[src/rtl/rv_dispatch_queue_pkg.sv]
`default_nettype none
// +--------------------------------------------------------------------+
// | rv_dispatch_queue_pkg: execution-unit codes and default geometry   |
// | Revision: 1.0                                                      |
// +--------------------------------------------------------------------+
package rv_dispatch_queue_pkg;

  localparam int EX_BITS = 3;

  localparam logic [EX_BITS-1:0] EX_ALU = 3'd0;
  localparam logic [EX_BITS-1:0] EX_LSU = 3'd1;
  localparam logic [EX_BITS-1:0] EX_CSR = 3'd2;
  localparam logic [EX_BITS-1:0] EX_FPU = 3'd3;
  localparam logic [EX_BITS-1:0] EX_GPU = 3'd4;

  localparam int NUM_UNITS_DEF = int'(EX_GPU) + 1;
  localparam int DATAW_DEF     = 64;
  localparam int DEPTH_DEF     = 4;
  localparam int CNT_W_DEF     = 16;

endpackage
`default_nettype wire

[src/rtl/rv_dispatch_queue_if.sv]
`default_nettype none
// +--------------------------------------------------------------------+
// | rv_dispatch_queue_if: upstream issue port and per-unit channels    |
// | Revision: 1.0                                                      |
// +--------------------------------------------------------------------+
interface rv_dispatch_queue_if
  import rv_dispatch_queue_pkg::*;
#(
  parameter int NUM_UNITS = NUM_UNITS_DEF,
  parameter int EX_BITS   = rv_dispatch_queue_pkg::EX_BITS,
  parameter int DATAW     = DATAW_DEF,
  parameter int DEPTH     = DEPTH_DEF,
  parameter int CNT_W     = CNT_W_DEF
);
  localparam int OCC_W = $clog2(DEPTH + 1);

  logic                       flush;
  logic                       in_valid;
  logic [EX_BITS-1:0]         in_ex_type;
  logic [DATAW-1:0]           in_data;
  logic                       in_ready;
  logic [NUM_UNITS-1:0]       out_valid;
  logic [NUM_UNITS*DATAW-1:0] out_data;
  logic [NUM_UNITS-1:0]       out_ready;
  logic [NUM_UNITS*OCC_W-1:0] occupancy;
  logic                       bad_type;
  logic [CNT_W-1:0]           stall_cycles;
  logic                       all_empty;

  modport master (
    output flush, in_valid, in_ex_type, in_data, out_ready,
    input  in_ready, out_valid, out_data, occupancy, bad_type, stall_cycles, all_empty
  );

  modport slave (
    input  flush, in_valid, in_ex_type, in_data, out_ready,
    output in_ready, out_valid, out_data, occupancy, bad_type, stall_cycles, all_empty
  );

endinterface
`default_nettype wire

[src/rtl/rv_dispatch_fifo.sv]
`default_nettype none
// +--------------------------------------------------------------------+
// | rv_dispatch_fifo: DEPTH-entry per-channel FIFO with flush          |
// | Revision: 1.0                                                      |
// +--------------------------------------------------------------------+
module rv_dispatch_fifo #(
  parameter int DATAW = 64,
  parameter int DEPTH = 4
) (
  input  wire logic                          clk,
  input  wire logic                          reset,
  input  wire logic                          push,
  input  wire logic                          pop,
  input  wire logic                          flush,
  input  wire logic [DATAW-1:0]              data_in,
  output logic      [DATAW-1:0]              data_out,
  output logic                               full,
  output logic                               empty,
  output logic      [$clog2(DEPTH+1)-1:0]    count
);
  localparam int PTR_W = $clog2(DEPTH);
  localparam int OCC_W = $clog2(DEPTH + 1);

  logic [DATAW-1:0] mem_q [DEPTH];
  logic [PTR_W-1:0] wr_ptr_q, wr_ptr_d;
  logic [PTR_W-1:0] rd_ptr_q, rd_ptr_d;
  logic [OCC_W-1:0] count_q,  count_d;

  always_comb begin
    wr_ptr_d = wr_ptr_q;
    rd_ptr_d = rd_ptr_q;
    count_d  = count_q;
    if (flush) begin
      wr_ptr_d = '0;
      rd_ptr_d = '0;
      count_d  = '0;
    end else begin
      if (push) wr_ptr_d = wr_ptr_q + 1'b1;
      if (pop)  rd_ptr_d = rd_ptr_q + 1'b1;
      case ({push, pop})
        2'b10:   count_d = count_q + OCC_W'(1);
        2'b01:   count_d = count_q - OCC_W'(1);
        default: count_d = count_q;
      endcase
    end
  end

  always_ff @(posedge clk) begin
    if (!reset) begin
      wr_ptr_q <= '0;
      rd_ptr_q <= '0;
      count_q  <= '0;
    end else begin
      wr_ptr_q <= wr_ptr_d;
      rd_ptr_q <= rd_ptr_d;
      count_q  <= count_d;
    end
  end

  // Payload storage carries no reset; validity is tracked by count_q alone.
  always_ff @(posedge clk) begin
    if (push && !flush) mem_q[wr_ptr_q] <= data_in;
  end

  assign data_out = mem_q[rd_ptr_q];
  assign full     = (count_q == OCC_W'(DEPTH));
  assign empty    = (count_q == '0);
  assign count    = count_q;

endmodule
`default_nettype wire

[src/rtl/rv_dispatch_queue.sv]
`default_nettype none
// +--------------------------------------------------------------------+
// | rv_dispatch_queue: routes issued payloads to per-unit FIFOs        |
// | Revision: 1.0                                                      |
// +--------------------------------------------------------------------+
module rv_dispatch_queue
  import rv_dispatch_queue_pkg::*;
#(
  parameter int NUM_UNITS = NUM_UNITS_DEF,
  parameter int EX_BITS   = rv_dispatch_queue_pkg::EX_BITS,
  parameter int DATAW     = DATAW_DEF,
  parameter int DEPTH     = DEPTH_DEF,
  parameter int CNT_W     = CNT_W_DEF
) (
  input  wire logic         clk,
  input  wire logic         reset,
  rv_dispatch_queue_if.slave bus
);
  localparam int OCC_W = $clog2(DEPTH + 1);
  localparam logic [CNT_W-1:0] STALL_MAX = '1;

  logic [NUM_UNITS-1:0]            fifo_full;
  logic [NUM_UNITS-1:0]            fifo_empty;
  logic [NUM_UNITS-1:0]            fifo_push;
  logic [NUM_UNITS-1:0]            fifo_pop;
  logic [NUM_UNITS-1:0][OCC_W-1:0] fifo_count;
  logic [NUM_UNITS-1:0][DATAW-1:0] fifo_dout;

  logic             in_range;
  logic             sel_full;
  logic             accept;
  logic             bad_type_q, bad_type_d;
  logic [CNT_W-1:0] stall_q,    stall_d;

  assign in_range = (32'(bus.in_ex_type) < NUM_UNITS);

  always_comb begin
    sel_full = 1'b0;
    for (int k = 0; k < NUM_UNITS; k++) begin
      if (32'(bus.in_ex_type) == k) sel_full = fifo_full[k];
    end
  end

  // Ready looks only at registered fullness, never at out_ready.
  assign bus.in_ready = reset && !bus.flush && (in_range ? !sel_full : 1'b1);
  assign accept       = bus.in_valid && bus.in_ready;

  for (genvar k = 0; k < NUM_UNITS; k++) begin : g_chan
    assign fifo_push[k] = accept && (32'(bus.in_ex_type) == k);
    assign fifo_pop[k]  = bus.out_valid[k] && bus.out_ready[k];

    rv_dispatch_fifo #(
      .DATAW (DATAW),
      .DEPTH (DEPTH)
    ) u_fifo (
      .clk      (clk),
      .reset    (reset),
      .push     (fifo_push[k]),
      .pop      (fifo_pop[k]),
      .flush    (bus.flush),
      .data_in  (bus.in_data),
      .data_out (fifo_dout[k]),
      .full     (fifo_full[k]),
      .empty    (fifo_empty[k]),
      .count    (fifo_count[k])
    );
  end

  always_comb begin
    bad_type_d = accept && !in_range;
    stall_d    = stall_q;
    if (bus.in_valid && !bus.in_ready && !bus.flush && (stall_q != STALL_MAX)) begin
      stall_d = stall_q + CNT_W'(1);
    end
  end

  always_ff @(posedge clk) begin
    if (!reset) begin
      bad_type_q <= 1'b0;
      stall_q    <= '0;
    end else begin
      bad_type_q <= bad_type_d;
      stall_q    <= stall_d;
    end
  end

  assign bus.out_valid    = ~fifo_empty & {NUM_UNITS{!bus.flush}};
  assign bus.out_data     = fifo_dout;
  assign bus.occupancy    = fifo_count;
  assign bus.all_empty    = &fifo_empty;
  assign bus.bad_type     = bad_type_q;
  assign bus.stall_cycles = stall_q;

endmodule
`default_nettype wire

[src/flat_wrapper.sv]
// flat-port wrapper written by rule: the top's interface ports become plain ports
module rv_dispatch_queue_flat import rv_dispatch_queue_pkg::*;
#(
  parameter int NUM_UNITS = NUM_UNITS_DEF,
  parameter int EX_BITS   = rv_dispatch_queue_pkg::EX_BITS,
  parameter int DATAW     = DATAW_DEF,
  parameter int DEPTH     = DEPTH_DEF,
  parameter int CNT_W     = CNT_W_DEF
)
  (clk, reset, bus_flush, bus_in_valid, bus_in_ex_type, bus_in_data, bus_out_ready, bus_in_ready, bus_out_valid, bus_out_data, bus_occupancy, bus_bad_type, bus_stall_cycles, bus_all_empty);
  rv_dispatch_queue_if #(.NUM_UNITS(NUM_UNITS), .EX_BITS(EX_BITS), .DATAW(DATAW), .DEPTH(DEPTH), .CNT_W(CNT_W)) bus_i ();
  input  wire logic clk;
  input  wire logic reset;
  input wire logic [$bits(bus_i.flush)-1:0] bus_flush;
  input wire logic [$bits(bus_i.in_valid)-1:0] bus_in_valid;
  input wire logic [$bits(bus_i.in_ex_type)-1:0] bus_in_ex_type;
  input wire logic [$bits(bus_i.in_data)-1:0] bus_in_data;
  input wire logic [$bits(bus_i.out_ready)-1:0] bus_out_ready;
  output wire logic [$bits(bus_i.in_ready)-1:0] bus_in_ready;
  output wire logic [$bits(bus_i.out_valid)-1:0] bus_out_valid;
  output wire logic [$bits(bus_i.out_data)-1:0] bus_out_data;
  output wire logic [$bits(bus_i.occupancy)-1:0] bus_occupancy;
  output wire logic [$bits(bus_i.bad_type)-1:0] bus_bad_type;
  output wire logic [$bits(bus_i.stall_cycles)-1:0] bus_stall_cycles;
  output wire logic [$bits(bus_i.all_empty)-1:0] bus_all_empty;
  assign bus_i.flush = bus_flush;
  assign bus_i.in_valid = bus_in_valid;
  assign bus_i.in_ex_type = bus_in_ex_type;
  assign bus_i.in_data = bus_in_data;
  assign bus_i.out_ready = bus_out_ready;
  assign bus_in_ready = bus_i.in_ready;
  assign bus_out_valid = bus_i.out_valid;
  assign bus_out_data = bus_i.out_data;
  assign bus_occupancy = bus_i.occupancy;
  assign bus_bad_type = bus_i.bad_type;
  assign bus_stall_cycles = bus_i.stall_cycles;
  assign bus_all_empty = bus_i.all_empty;
  rv_dispatch_queue #(.NUM_UNITS(NUM_UNITS), .EX_BITS(EX_BITS), .DATAW(DATAW), .DEPTH(DEPTH), .CNT_W(CNT_W)) u_core (.clk(clk), .reset(reset), .bus(bus_i));
endmodule
[config.mk]
export PLATFORM = sky130hd
export DESIGN_NAME = rv_dispatch_queue_flat
export DESIGN_NICKNAME = d
export VERILOG_FILES = /design/src/rtl/rv_dispatch_queue_pkg.sv /design/src/rtl/rv_dispatch_queue_if.sv /design/src/rtl/rv_dispatch_fifo.sv /design/src/rtl/rv_dispatch_queue.sv /design/src/flat_wrapper.sv
export SDC_FILE = /design/constraint.sdc
export NUM_CORES = 1
export LEC_CHECK = 0
export BUFFER_PORTS_ARGS = -buffer_cell sky130_fd_sc_hd__buf_2
export CAP_MARGIN = 20
export CORE_AREA = 2 2 398 321
export DETAILED_ROUTE_END_ITERATION = 6
export DIE_AREA = 0 0 400 323
export GPL_TIMING_DRIVEN = 0
export REMOVE_ABC_BUFFERS = 1
export SYNTH_ARGS = -nofsm -noshare
export SYNTH_HDL_FRONTEND = slang
export SYNTH_HIERARCHICAL = 1
export SYNTH_SLANG_ARGS = --single-unit
[constraint.sdc]
create_clock -name clk -period 10.2 [get_ports clk]
set_input_delay 0.51 -clock clk [delete_from_list [all_inputs] [get_ports clk]]
set_output_delay 0.51 -clock clk [all_outputs]
set_load 0.02 [all_outputs]
==> out/metrics.yaml, run 1 <==
place:
  dp_slack_ns: 5.70
  portBuffers: 434
  dpl.hpwl_mm: 76.4
  gp_congestion: 0.797
pwr:
  cellLeakagePower_nw: 18.7
  vdd_ir_drop_max_v: 0.000165
  power_per_cell_area_nw_per_um2: 188
worst_hold_path:
  worstHoldEndpoint: "u_core/bus.bad_type"
  hold_start: "bus_in_valid"
  hold_class: "in -> reg"
  whs_path_depth: 3
timing:
  setup_tns_ns: 0
  fin_crit_ns: 4.60
  tightest_slew_ns: 0.859
  fmax_mhz: 218
  max_slew_margin: 0.428
  setup_viol: 0
  rsz0062_at_grt: "false"
  fin_ws_ns: 5.60
  final_hold_viol_count: 0
  slew_violations: 0
  period_share: 0.451
  skew_ns: 0.0220
grt:
  overflow: 0
  grt_pass1_vias: 24100
  antenna_found_initial: 12
  grt_pass1_wl_mm: 175
  met2_usage: 0.301
  busiest_layer: "met2"
  grt_max_degree: 41
  met3_usage: 0.0528
  grt_util_met1: 0.276
  grt.total_usage: 0.196
status:
  status: "completed"
floorplanning:
  die_w_um: 400
  fp.dieH_um: 323
  rows: 117
  io_pins: 435
  die_area_um2: 129000
  core_um2: 126000
  start_util: 0.396
clock_network:
  clk_pin_slew_ns: 0.06
  root_buffer: "clkbuf_16"
  cts_buffer_depth: 3
  numCtsBuffers: 136
  htreeDepth: 4
  cts.sinks: 1342
  cts_tree: "done"
  cts_resized: 0
  clk_latency_ns: 0.76
worst_setup_path:
  crit_path_top_delay_cell: "nor3b_1"
  startpoint_type: "flip-flop"
  cp-startpoint: "u_core/g_chan[3].u_fifo/count[0]"
  crit_required_ns: 10.65
  r2r-start: "u_core/g_chan[3].u_fifo/count[0]"
  crit_path_cell_trace: "inv_1 > and3_1 > mux4_2 > or4b_2 > nor3b_1 > inv_1 > nor2_1 > and2_4 > buf_12 > buf_12"
  crit_type: "reg -> reg"
  cpPeakStageDelay_ns: 0.70
  rrSetupSlack_ns: 5.60
  timing.rr.end: "u_core/g_chan[1].u_fifo/mem_q[3][50]"
  end_kind: "flip-flop"
  worstPathArrival_ns: 5.04
  critPathMaxFanout: 25
  rr_worst_depth: 10
synth:
  synth_edf_count: 1280
  async_reset_ff_frac: 0
  synth_largest_area_cell: "edfxtp_1"
  ys.flop_type: "edfxtp_1"
  yosys.cell_types.count: 43
  ys_warn_count: 6
  syn_area_um2: 49800
  seq_area_frac_synth: 0.797
  synth_cells: 2045
  syn_area_per_cell_um2: 24.4
  synth_area_leaders: "edfxtp_1 77%, mux4_2 14%, dfxtp_1 2.5%"
  synth-seq-cells: 1342
  yosysTopAreaCellShare: 0.772
routing:
  drt_iter0_markers: 2214
  routed_wirelength_mm: 127
  drc: 0
  num_vias: 23700
  antenna_left: 0
  avgRoutedWirePerCell_um: 29.1
  vias_per_cell: 5.43
  dr.pass1.iters: 6
layout:
  final_common_cell: "edfxtp_1"
  layout_common_cells: "1280 x edfxtp_1, 434 x buf_2, 301 x mux4_2, 139 x clkbuf_16, 62 x nor2_1"
  fillers: 10400
  syn_to_final_growth_pct: 18.1
  final_layout_size_suffix_gt1_frac: 0.375
  nets: 2691
  utilization: 0.467
run:
  drv_cap: 0
-- cells by family (layout without fill, tap and decap cells) --
family          after synthesis  count (layout)  share of synthesized area
fa+ha+maj                    31              31                    0.00854
mux                         327             327                      0.148
flops                      1342            1342                      0.797
compound gates               33              33                    0.00422
buf+inv                     111             760                     0.0198
xor+xnor                     31              31                    0.00545
other cells                   0               1                          0
simple gates                170             170                     0.0175
-- cells in the mapped netlist, types with 2 or more instances --
cell type / n
fa_1: 5
mux4_1: 20
ha_1: 26
or3_1: 7
nand3b_1: 2
dfxtp_1: 62
or4_1: 2
inv_1: 34
buf_2: 31
buf_6: 5
xor2_1: 15
o31ai_1: 2
a21oi_1: 16
edfxtp_1: 1280
or2_2: 2
nor2_1: 62
xnor2_1: 16
o21ai_0: 5
mux4_2: 301
nand3_1: 7
nor4_1: 10
and3_1: 8
nand4_1: 4
nor3_1: 8
and2_1: 27
nand2_1: 16
nand2b_1: 8
clkbuf_1: 6
clkbuf_2: 5
nor3b_1: 3
o21a_1: 4
mux2i_1: 6
buf_12: 30
-- worst max path at each step --
stage | end | cells after the start
5_1_grt | u_core/g_chan[1].u_fifo/mem_q[2][18] | 10
6_report | u_core/g_chan[1].u_fifo/mem_q[3][50] | 10
2_1_floorplan | u_core/g_chan[1].u_fifo/mem_q[0][0] | 8
3_5_place_dp | u_core/g_chan[1].u_fifo/mem_q[3][50] | 10
3_3_place_gp | u_core/g_chan[1].u_fifo/mem_q[0][36] | 8
4_1_cts | u_core/g_chan[1].u_fifo/mem_q[1][50] | 10
-- per-stage QoR --
stage | total power, mW | area, um2 | hold WS, ns | std cells
floorplan | 6.18 | 49000 | 0.485 | 1968
global placement | 6.26 | 53200 | 0.482 | 4068
detailed placement | 6.27 | 54400 | 0.495 | 4111
CTS | 11.2 | 58800 | 0.0113 | 4360
global route | 11.4 | 58800 | 0.0752 | 4361
finish | 11.1 | 58800 | 0.0912 | 4361
-- flip-flops by register name, indices dropped and copies added (netlist names), named ones only --
signal / count
u_core/g_chan.u_fifo/wr_ptr_q: 10
u_core/bus.stall_cycles: 16
u_core/bus.bad_type: 1
u_core/g_chan.u_fifo/count: 15
u_core/g_chan.u_fifo/mem_q: 1280
u_core/g_chan.u_fifo/rd_ptr_q: 10
-- metal layers --
layer / share of wire / vias up
met1: 0.43 / 12800
met2: 0.47 / 1027
met3: 0.083 / 184
li1: - / 9702
met4: 0.020 / 8
met5: 0.00038 / -
-- where the power goes --
group	leakage [nW]	internal (mW)	switching (mW)
registers	12.0	6.03	0.00216
logic	4.53	0.0241	0.0968
clock network	2.16	2.81	2.10
total	18.7	8.87	2.20
-- repair_timing --
action,in CTS,in global routing
setup buffers,0,0
hold endpoints to repair,1,0
hold buffers,1,0
endpoints found under the setup margin,0,0
-- cell type report --
| type | count | area, um2 | area share |
|---|---|---|---|
| clock inverters | 86 | 823 | 0.0140 |
| diodes | 1 | 2.50 | 0.0000426 |
| clock buffers | 162 | 3580 | 0.0610 |
| repair buffers | 478 | 3270 | 0.0556 |
| inverters | 34 | 128 | 0.00217 |
| well taps | 1666 | 2080 | 0.0354 |
| multi-input cells | 592 | 9200 | 0.156 |
| flip-flops and latches | 1342 | 39700 | 0.675 |
-- worst max-delay path: cells and delay by family, from the launching register on --
kind                   cells  cell delay, ns
AND/OR/NAND/NOR            5            2.50
flip-flops                 1            0.41
buffers and inverters      4            0.76
multiplexers               1            0.54
Power figures use the tool's default switching activity.
==> run 2: changes to the inputs <==
ABC_AREA = 1   (was default)
CORE_AREA = 2 2 403 325   (was 2 2 398 321)
DIE_AREA = 0 0 405 327   (was 0 0 400 323)
clock period = 4.5 ns   (was 10.2 ns; I/O delays follow)
==> run 2 against run 1 <==
Global-route usage up 0.32 points. Routed wire length up 5.5%. Sequential power up 130%. Critical path type is now reg -> out.
==> out/metrics.yaml, run 2 <==
timing:
  period_share: 0.804
  setup_viol: 0  # unchanged
  final_hold_viol_count: 0  # unchanged
  rsz0062_at_grt: "false"
  slew_violations: 0  # unchanged
  fin_crit_ns: 3.62
  fmax_mhz: 276
  skew_ns: 0.0372  # +0.0153 ns
  max_slew_margin: 0.353  # -0.0746
  tightest_slew_ns: 0.968  # +0.110 ns
  fin_hold_ws_ns: 0.0566  # -0.0346 ns
synth:
  yosysTopAreaCellShare: 0.753  # -0.0186
  yosys.cell_count.top_type: "edfxtp_1"
  synth_edf_count: 1280  # unchanged
  synth_commonest_cells: "1280 x edfxtp_1, 699 x nor2_1, 383 x o21ai_0"
  ys.flop_type: "edfxtp_1"
  async_reset_ff_frac: 0  # unchanged
  synth_area_leaders: "edfxtp_1 75%, nor2_1 5.1%, o22ai_1 3.9%"
  syn_area_per_cell_um2: 14.1  # -42%
  yosys.cell_types.count: 30  # -30%
  synth_largest_area_cell: "edfxtp_1"
  seq_area_frac_synth: 0.777  # -0.0192
  ys_warn_count: 6  # unchanged
  synth_cells: 3609  # +76%
  syn_area_um2: 51000  # +2.5%
  synth-seq-cells: 1342  # unchanged
floorplanning:
  die_area_um2: 132000  # +2.5%
  io_pins: 435  # unchanged
  core_um2: 129000  # +2.1%
  die_w_um: 405  # +1.3%
  rows: 118  # +0.85%
  start_util: 0.397  # +0.00126
  fp.dieH_um: 327  # +1.2%
worst_setup_path:
  critPathMaxFanout: 76  # +200%
  rrSetupSlack_ns: 1.11  # -4.49 ns
  crit_required_ns: 4.28  # -6.37 ns
  end_kind: "output port"
  worstPathArrival_ns: 3.40  # -1.64 ns
  startpoint_type: "flip-flop"
  crit_type: "reg -> out"
grt:
  overflow: 0  # unchanged
  grt_max_degree: 95  # +130%
  antenna_found_initial: 6  # -6
  grt_pass1_wl_mm: 194  # +11%
  grt_pass1_vias: 29000  # +21%
  grt.total_usage: 0.199  # +0.00321
status:
  status: "completed"
layout:
  layout_common_cells: "1280 x edfxtp_1, 679 x nor2_1, 434 x buf_2, 383 x o21ai_0, 320 x o22ai_1"
  final_layout_size_suffix_gt1_frac: 0.176  # -0.199
  largest_reg_flops: 1280  # unchanged
  final_common_cell: "edfxtp_1"
  nets: 4229  # +57%
  syn_to_final_growth_pct: 19.2
  instances_no_fill: 5969  # +37%
  regMostFlops: "u_core/g_chan.u_fifo/mem_q"
routing:
  num_vias: 31400  # +33%
  antenna_left: 0  # unchanged
  vias_per_cell: 5.26  # -3.1%
  drt_iter0_markers: 2731  # +23%
  avgRoutedWirePerCell_um: 22.4  # -23%
  drc: 0  # unchanged
  dr.pass1.iters: 5  # -1
  routed_wirelength_mm: 134  # +5.5%
clock_network:
  clk_latency_ns: 0.79  # +0.03 ns
  cts.sinks: 1342  # unchanged
  clk_pin_slew_ns: 0.07  # about the same
  cts_buffer_depth: 3  # unchanged
  htreeDepth: 4  # unchanged
  numCtsBuffers: 140  # +2.9%
  root_buffer: "clkbuf_16"
  cts_tree: "done"
place:
  dpl.hpwl_mm: 86.3  # +13%
  portBuffers: 434  # unchanged
  gp_congestion: 0.755  # -5.3%
  dp.cells: 5640  # +37%
pwr:
  switching_share: 0.205  # +0.00633
  power_frac_comb: 0.014  # +0.003
  switchingPower_mw: 5.17  # +140%
  p_int_mw: 20.1  # +130%
  clkPwrFrac: 0.444  # about the same
  finalPower_mw: 25.2  # +130%
  seqPwrFrac: 0.542  # -0.003
  cellLeakagePower_nw: 20.6  # +10%
  vdd_ir_drop_max_v: 0.000348  # +110%
  power_per_cell_area_nw_per_um2: 415  # +120%
worst_hold_path:
  hold_class: "in -> reg"
run:
  drv_cap: 0  # unchanged
run 2: cell types whose count changed in the layout (fill, tap and decap cells not counted), moves of 21 or more:
cell / before / now
inv_1: 34 / 102
dlygate4sd3_1: 1 / 80
o21ai_0: 5 / 383
mux4_2: 301 / 0
nor2_4: 0 / 21
o22ai_1: 0 / 320
nor2_1: 62 / 679
buf_12: 13 / 51
nand2_1: 16 / 101
o21ai_1: 0 / 280
nand3_1: 7 / 33
run 2: power groups by stage:
| stage | sequential (mW) | combinational (mW) | clock, mW |
|---|---|---|---|
| 4_1_cts | 13.7 | 0.363 | 11.5 |
| 3_3_place_gp | 14.0 | 0.296 | 0 |
| 3_5_place_dp | 13.9 | 0.311 | 0 |
| 6_report | 13.7 | 0.360 | 11.2 |
| 2_1_floorplan | 14.0 | 0.0697 | 0 |
| 5_1_grt | 13.7 | 0.400 | 12.0 |
run 2: per-layer routing:
metal | up-vias | global-route usage | share of wire
li1 | 14500 | - | -
met1 | 15600 | 0.283 | 0.44
met2 | 1115 | 0.312 | 0.46
met3 | 166 | 0.0412 | 0.075
met4 | 2 | 0.0528 | 0.019
met5 | - | 0 | 0.000097
run 2: through the flow:
stage	setup slack, ns	instance area (um2)	setup TNS [ns]	utilization
floorplan	-0.290	49600	-327.35	-
global placement	-4.81	54000	-5912.71	0.420
detailed placement	1.06	55600	0	0.433
CTS	0.794	60900	0	0.473
global route	0.661	60900	0	0.473
finish	0.880	60900	0	0.473
run 2: final cells by class:
class                           instances  area (um2)
Tap cell                             1740        2180
Timing Repair Buffer                  581        4430
Inverter                              114         463
Clock inverter                         72         748
Antenna cell                            2        5.00
Fill cell                           11300       67700
Clock buffer                          175        3660
Sequential cell                      1342       39700
Multi-Input combinational cell       1943        9660
run 2: final timing paths:
path | cells past startpoint | endpoint | startpoint
worst min-delay path | 4 | u_core/g_chan[0].u_fifo/count[0] | bus_flush
worst max register to register | 11 | u_core/g_chan[0].u_fifo/mem_q[1][58] | u_core/g_chan[0].u_fifo/count[1]
worst max-delay path | 6 | bus_out_data[278] | flip-flop
worst min register to register | 1 | flip-flop | u_core/g_chan[3].u_fifo/rd_ptr_q[1]
run 2: repair_timing:
| action | in CTS | in global routing |
|---|---|---|
| setup endpoints to repair | 0 | 0 |
| hold buffers | 80 | 0 |
| setup buffers | 0 | 0 |
| gates resized for setup | 0 | 0 |
| hold endpoints to repair | 1331 | 0 |
run 2: critical path, cell delays in order (launching register included):
cell,delay (ns)
dfxtp_4,0.52
buf_16,0.29
inv_6,0.41
buf_16,0.33
o21ai_1,0.13
o22ai_1,0.41
buf_2,0.27
run 2: cells by family (layout without fill, tap and decap cells):
| group | count (synthesis) | after routing | share of synthesized area |
|---|---|---|---|
| other | 0 | 2 | 0 |
| XOR/XNOR | 7 | 7 | 0.00120 |
| flip-flops | 1342 | 1342 | 0.777 |
| buffers and inverters | 324 | 942 | 0.0363 |
| AO/OA/AOI/OAI | 1025 | 1025 | 0.109 |
| AND/OR/NAND/NOR | 880 | 880 | 0.0677 |
| adder cells (fa/ha/maj) | 31 | 31 | 0.00833 |
